File: config.mk
export PLATFORM = sky130hd
export DESIGN_NAME = uart_byte_rx
export DESIGN_NICKNAME = d
export VERILOG_FILES = /design/src/rtl/uart_byte_rx.sv
export SDC_FILE = /design/constraint.sdc
export NUM_CORES = 1
export LEC_CHECK = 0
export CAP_MARGIN = 5
export CORE_MARGIN = 4
export CORE_UTILIZATION = 55
export DETAILED_ROUTE_END_ITERATION = 8
export PLACE_DENSITY = 0.78
export SKIP_CTS_REPAIR_TIMING = 1
export SLEW_MARGIN = 10
export SYNTH_ARGS = -nofsm -noshare
export SYNTH_HDL_FRONTEND = slang
export SYNTH_SLANG_ARGS = --single-unit
File: constraint.sdc
create_clock -name clk -period 2.1 [get_ports clk]
set_input_delay 0.42 -clock clk [delete_from_list [all_inputs] [get_ports clk]]
set_output_delay 0.42 -clock clk [all_outputs]
set_load 0.05 [all_outputs]
File: src/rtl/uart_byte_rx.sv
// UART 8N1 receiver: 2-flop synchronizer, oversampled mid-bit sampling, strobed byte/error outputs.
// Define UART_RX_PARITY_EN to add an even-parity bit (PARITY state and parity_err strobe).
module uart_byte_rx #(
  parameter int CLK_HZ     = 50000000,
  parameter int BAUD       = 115200,
  parameter int OVERSAMPLE = 16
) (
  input  logic       clk,
  input  logic       rst,
  input  logic       rxd,
  output logic [7:0] data,
  output logic       valid,
  output logic       frame_err,
  output logic       busy,
`ifdef UART_RX_PARITY_EN
  output logic       parity_err,
`endif
  output logic [2:0] dbg_state
);

  localparam int DIV_RAW = CLK_HZ / (BAUD * OVERSAMPLE);
  localparam int DIV     = (DIV_RAW < 1) ? 1 : DIV_RAW;
  localparam int DIV_W   = (DIV > 1) ? $clog2(DIV) : 1;
  localparam int SMP_W   = $clog2(OVERSAMPLE);
  localparam logic [DIV_W-1:0] DIV_LAST = DIV_W'(DIV - 1);
  localparam logic [SMP_W-1:0] SMP_MID  = SMP_W'(OVERSAMPLE / 2 - 1);
  localparam logic [SMP_W-1:0] SMP_LAST = SMP_W'(OVERSAMPLE - 1);

  typedef enum logic [2:0] {
    S_IDLE   = 3'd0,
    S_START  = 3'd1,
    S_DATA   = 3'd2,
    S_STOP   = 3'd3,
`ifdef UART_RX_PARITY_EN
    S_PARITY = 3'd5,
`endif
    S_BREAK  = 3'd4
  } state_t;

  state_t             state_q, state_d;
  logic               rxd_m_q, rxd_s_q;
  logic [DIV_W-1:0]   div_q, div_d;
  logic [SMP_W-1:0]   smp_q, smp_d;
  logic [2:0]         bit_q, bit_d;
  logic [7:0]         shift_q, shift_d;
  logic [7:0]         data_q;
  logic               valid_q, frame_err_q;
  logic               load_good, set_ferr;
  logic               tick, sample_mid, sample_bit;
`ifdef UART_RX_PARITY_EN
  logic               par_q, par_d;
  logic               parity_err_q, set_perr;
`endif

  assign tick       = (div_q == DIV_LAST);
  assign sample_mid = tick && (smp_q == SMP_MID);
  assign sample_bit = tick && (smp_q == SMP_LAST);

  always_comb begin
    state_d   = state_q;
    div_d     = div_q;
    smp_d     = smp_q;
    bit_d     = bit_q;
    shift_d   = shift_q;
    load_good = 1'b0;
    set_ferr  = 1'b0;
`ifdef UART_RX_PARITY_EN
    par_d     = par_q;
    set_perr  = 1'b0;
`endif
    // Tick/sample counters free-run outside IDLE; IDLE pins them to zero so phase follows the start edge.
    if (state_q != S_IDLE) begin
      div_d = tick ? '0 : div_q + DIV_W'(1);
      if (tick) smp_d = (smp_q == SMP_LAST) ? '0 : smp_q + SMP_W'(1);
    end
    case (state_q)
      S_IDLE: begin
        div_d = '0;
        smp_d = '0;
        if (!rxd_s_q) state_d = S_START;
      end
      S_START: begin
        if (sample_mid) begin
          if (rxd_s_q) begin
            state_d = S_IDLE;
          end else begin
            // Restart the bit count here so every later wrap of smp lands mid-bit.
            state_d = S_DATA;
            smp_d   = '0;
            bit_d   = '0;
          end
        end
      end
      S_DATA: begin
        if (sample_bit) begin
          shift_d = {rxd_s_q, shift_q[7:1]};
          bit_d   = bit_q + 3'd1;
          if (bit_q == 3'd7) begin
`ifdef UART_RX_PARITY_EN
            state_d = S_PARITY;
`else
            state_d = S_STOP;
`endif
          end
        end
      end
`ifdef UART_RX_PARITY_EN
      S_PARITY: begin
        if (sample_bit) begin
          par_d   = rxd_s_q;
          state_d = S_STOP;
        end
      end
`endif
      S_STOP: begin
        if (sample_bit) begin
          if (rxd_s_q) begin
            state_d = S_IDLE;
`ifdef UART_RX_PARITY_EN
            if (^{shift_q, par_q}) set_perr = 1'b1;
            else                   load_good = 1'b1;
`else
            load_good = 1'b1;
`endif
          end else begin
            set_ferr = 1'b1;
            state_d  = S_BREAK;
          end
        end
      end
      S_BREAK: begin
        if (rxd_s_q) state_d = S_IDLE;
      end
      default: state_d = S_IDLE;
    endcase
  end

  always_ff @(posedge clk) begin
    if (rst) begin
      state_q      <= S_IDLE;
      rxd_m_q      <= 1'b1;
      rxd_s_q      <= 1'b1;
      div_q        <= '0;
      smp_q        <= '0;
      bit_q        <= '0;
      shift_q      <= '0;
      data_q       <= '0;
      valid_q      <= 1'b0;
      frame_err_q  <= 1'b0;
`ifdef UART_RX_PARITY_EN
      par_q        <= 1'b0;
      parity_err_q <= 1'b0;
`endif
    end else begin
      state_q      <= state_d;
      rxd_m_q      <= rxd;
      rxd_s_q      <= rxd_m_q;
      div_q        <= div_d;
      smp_q        <= smp_d;
      bit_q        <= bit_d;
      shift_q      <= shift_d;
      if (load_good) data_q <= shift_q;
      valid_q      <= load_good;
      frame_err_q  <= set_ferr;
`ifdef UART_RX_PARITY_EN
      par_q        <= par_d;
      parity_err_q <= set_perr;
`endif
    end
  end

  assign data      = data_q;
  assign valid     = valid_q;
  assign frame_err = frame_err_q;
  assign busy      = (state_q != S_IDLE);
  assign dbg_state = state_q;
`ifdef UART_RX_PARITY_EN
  assign parity_err = parity_err_q;
`endif

endmodule

==> metrics.txt, run 1 <==
IO buf count 16; maximum clock path buffer count 2; gr ovfl total 0; CP Class reg2out; Yosys cell types 36; Via density 5.74; Final ANT Viol Nets 0; vias in the first global route 1233; max frequency 0.512 GHz; initial antenna violation count 0; synth top area cells dfxtp_1 (43%), mux2i_1 (12%), nand2b_1 (8.4%); RR Startpoint div_q[0]; CTS buffer count 5; first-pass GRT wire length 5.43 mm; clock latency on the worst-skew pair 340 ps; Crit path arrival time 1530 ps; share of layout cells above drive strength 1 14.4%; YS warnings 0; Lkg Pwr 0.772 nW; GRT Total Usage 17.5%; #FFs+latches synth 35; Worst slew margin 63.6%; Area growth syn-to-layout 13.7%; largest net degree at the start of global routing 25; H-tree depth 2; fin util 66.5%; die footprint 3920 um^2; crit path launch type flip-flop; setup_tns 0 ps; status complete, no violations; HPWL Detailed 2.17 mm; final hold vios 0; commonest cells after routing, fill and taps aside dfxtp_1 (35), nand2b_1 (22), mux2i_1 (19), clkdlybuf4s50_1 (12), buf_4 (9); DR pass1 iterations 4; maximum fanout along the worst path 10; height of the die 62.6 um; Syn Nets 171; Final setup viols 0; WL per Instance 14.3 um; Yosys top cell by area dfxtp_1; crit path from dbg_state[0]; Pwr Density 574 nW/um^2; Rows 19; Detailed Route WL 3.03 mm; I/O pin total 17; via count 1216; Clock Skews 14.7 ps; core area 2810 um^2; GP Congestion 0.788; slew at the pin closest to its max-slew limit 538 ps; sequential share of the synthesized area 42.7%; Netlist Area Pre-Place 1640 um^2; initial drt markers 40; Die W 62.6 um; worst vdd ir 0.487 mV; gate count after technology mapping 163; Tcrit/Tclk final 93.0%; Worst Hold Class reg2reg; clk slew on worst S/H paths 110 ps; Reg2Reg Depth 5; Filler cells 238; worst setup path endpoint busy; Initial Util 58.5%; setup slack, reg-to-reg 250 ps; unrepaired setup endpoints after global routing false; Tmin final 1950 ps; required time worst endpoint 1680 ps; r2r endpoint shift_q[2]; crit end category output port; Final #Nets 188; CTS Sinks 35; Max Cap Viol 0; CTS tree yes; n_diodes 0; commonest non-fill, non-tap cell in the layout dfxtp_1; fin. max-slew vios 0; Avg Inst Size Synth 10.1 um^2; share of the synthesized area in the top cell type 42.7%; CTS root buf clkbuf_4; drc violations 0
cell families (layout without fill, tap and decap cells):
| kind of cell | after synthesis | in the layout | synth area share (%) |
|---|---|---|---|
| AOI/OAI and AO/OA | 18 | 18 | 8.47 |
| xor gates and xnor gates | 3 | 3 | 1.60 |
| adders and majority gates | 5 | 5 | 3.81 |
| buffers and inverters | 16 | 34 | 5.57 |
| DFF | 35 | 35 | 42.7 |
| muxes | 19 | 19 | 11.6 |
| and+or+nand+nor | 67 | 67 | 26.2 |
layer usage:
layer | part of all wire [%] | track usage [%] | vias to the layer above | routed length [um]
met2 | 48 | 29.8 | 18 | 1460
met3 | 3.7 | 5.04 | 4 | 111
met4 | 1.9 | 8.26 | 0 | 59
met1 | 46 | 19.9 | 584 | 1400
met5 | 0 | 0 | - | 0
li1 | - | - | 610 | -
sequential cells by signal, indices dropped and copies added, names as in the netlist, 3 cells and up:
| register | flops |
|---|---|
| data | 8 |
| shift_q | 8 |
| div_q | 5 |
| smp_q | 4 |
| bit_q | 3 |
| dbg_state | 3 |
through the flow:
stage	area (um^2)	worst slack (ps)	cells	power [mW]	hold WS (ps)
4_1_cts	1860	74.1	212	1.08	405
2_1_floorplan	1640	286	163	0.718	389
3_3_place_gp	1810	303	204	0.734	396
3_5_place_dp	1810	261	204	0.735	395
6_report	1860	146	212	1.07	402
5_1_grt	1860	23.5	212	1.13	415
synthesized netlist by cell type:
| master | n |
|---|---|
| nor2_1 | 8 |
| ha_1 | 5 |
| and3b_1 | 1 |
| nor4b_1 | 2 |
| a31oi_1 | 1 |
| a21oi_1 | 3 |
| and4b_1 | 1 |
| or3_1 | 5 |
| clkbuf_1 | 3 |
| and3_1 | 1 |
| nand3b_1 | 3 |
| xor2_1 | 3 |
| a211oi_4 | 1 |
| a211oi_1 | 4 |
| nor3_4 | 1 |
| or4_1 | 2 |
| or4b_4 | 1 |
| buf_4 | 3 |
| nand4_1 | 3 |
| nand2_1 | 4 |
| or2_2 | 2 |
| nor4_1 | 1 |
| buf_2 | 4 |
| dfxtp_1 | 35 |
| nand3_1 | 7 |
| o221a_2 | 1 |
| buf_6 | 2 |
| nor3_1 | 2 |
| inv_1 | 4 |
| nand2b_1 | 22 |
| a2111oi_1 | 1 |
| o21ai_0 | 3 |
| a31o_2 | 1 |
| mux2i_1 | 19 |
| nand4b_4 | 1 |
| o31ai_1 | 3 |
how the worst min path moves through the flow:
stage	startpoint	end	slack (ps)	cells past startpoint
finish	rxd_m_q	rxd_s_q	400	1
global route	rxd_m_q	rxd_s_q	420	1
CTS	rxd_m_q	rxd_s_q	410	1
detailed placement	rxd_m_q	rxd_s_q	390	1
global placement	rxd_m_q	rxd_s_q	400	1
floorplan	rxd_m_q	rxd_s_q	390	1
final cells by class:
class / instances / area, um^2 / share of cell area (%)
Timing Repair Buffer: 22 / 208 / 11.1
Clock inverter: 2 / 12.5 / 0.671
Clock buffer: 6 / 41.3 / 2.21
Multi-Input combinational cell: 112 / 848 / 45.5
Tap cell: 31 / 38.8 / 2.08
Sequential cell: 35 / 701 / 37.6
Inverter: 4 / 15.0 / 0.805
worst max-delay path: stages, from the launching register on:
cell	delay, ps
dfxtp_1	410
buf_4	200
nor3_4	270
inv_2	130
buf_12	170
where the power goes:
part           switching [mW]  internal, mW  leakage [nW]  total [mW]
combinational          0.0255        0.0227         0.462      0.0482
clock                   0.222         0.129        0.0282       0.351
sequential            0.00494         0.667         0.282       0.672
No activity file was read; power rests on OpenSTA's default activity.
==> run 2, diff against run 1 <==
--- a/config.mk
+++ b/config.mk
@@ -9,6 +9,7 @@
 export CORE_MARGIN = 4
 export CORE_UTILIZATION = 55
 export DETAILED_ROUTE_END_ITERATION = 8
+export GPL_ROUTABILITY_DRIVEN = 0
 export PLACE_DENSITY = 0.78
 export SKIP_CTS_REPAIR_TIMING = 1
 export SLEW_MARGIN = 10
==> results of run 2 <==
Final layout, timing and power as in run 1 (identical DEF).
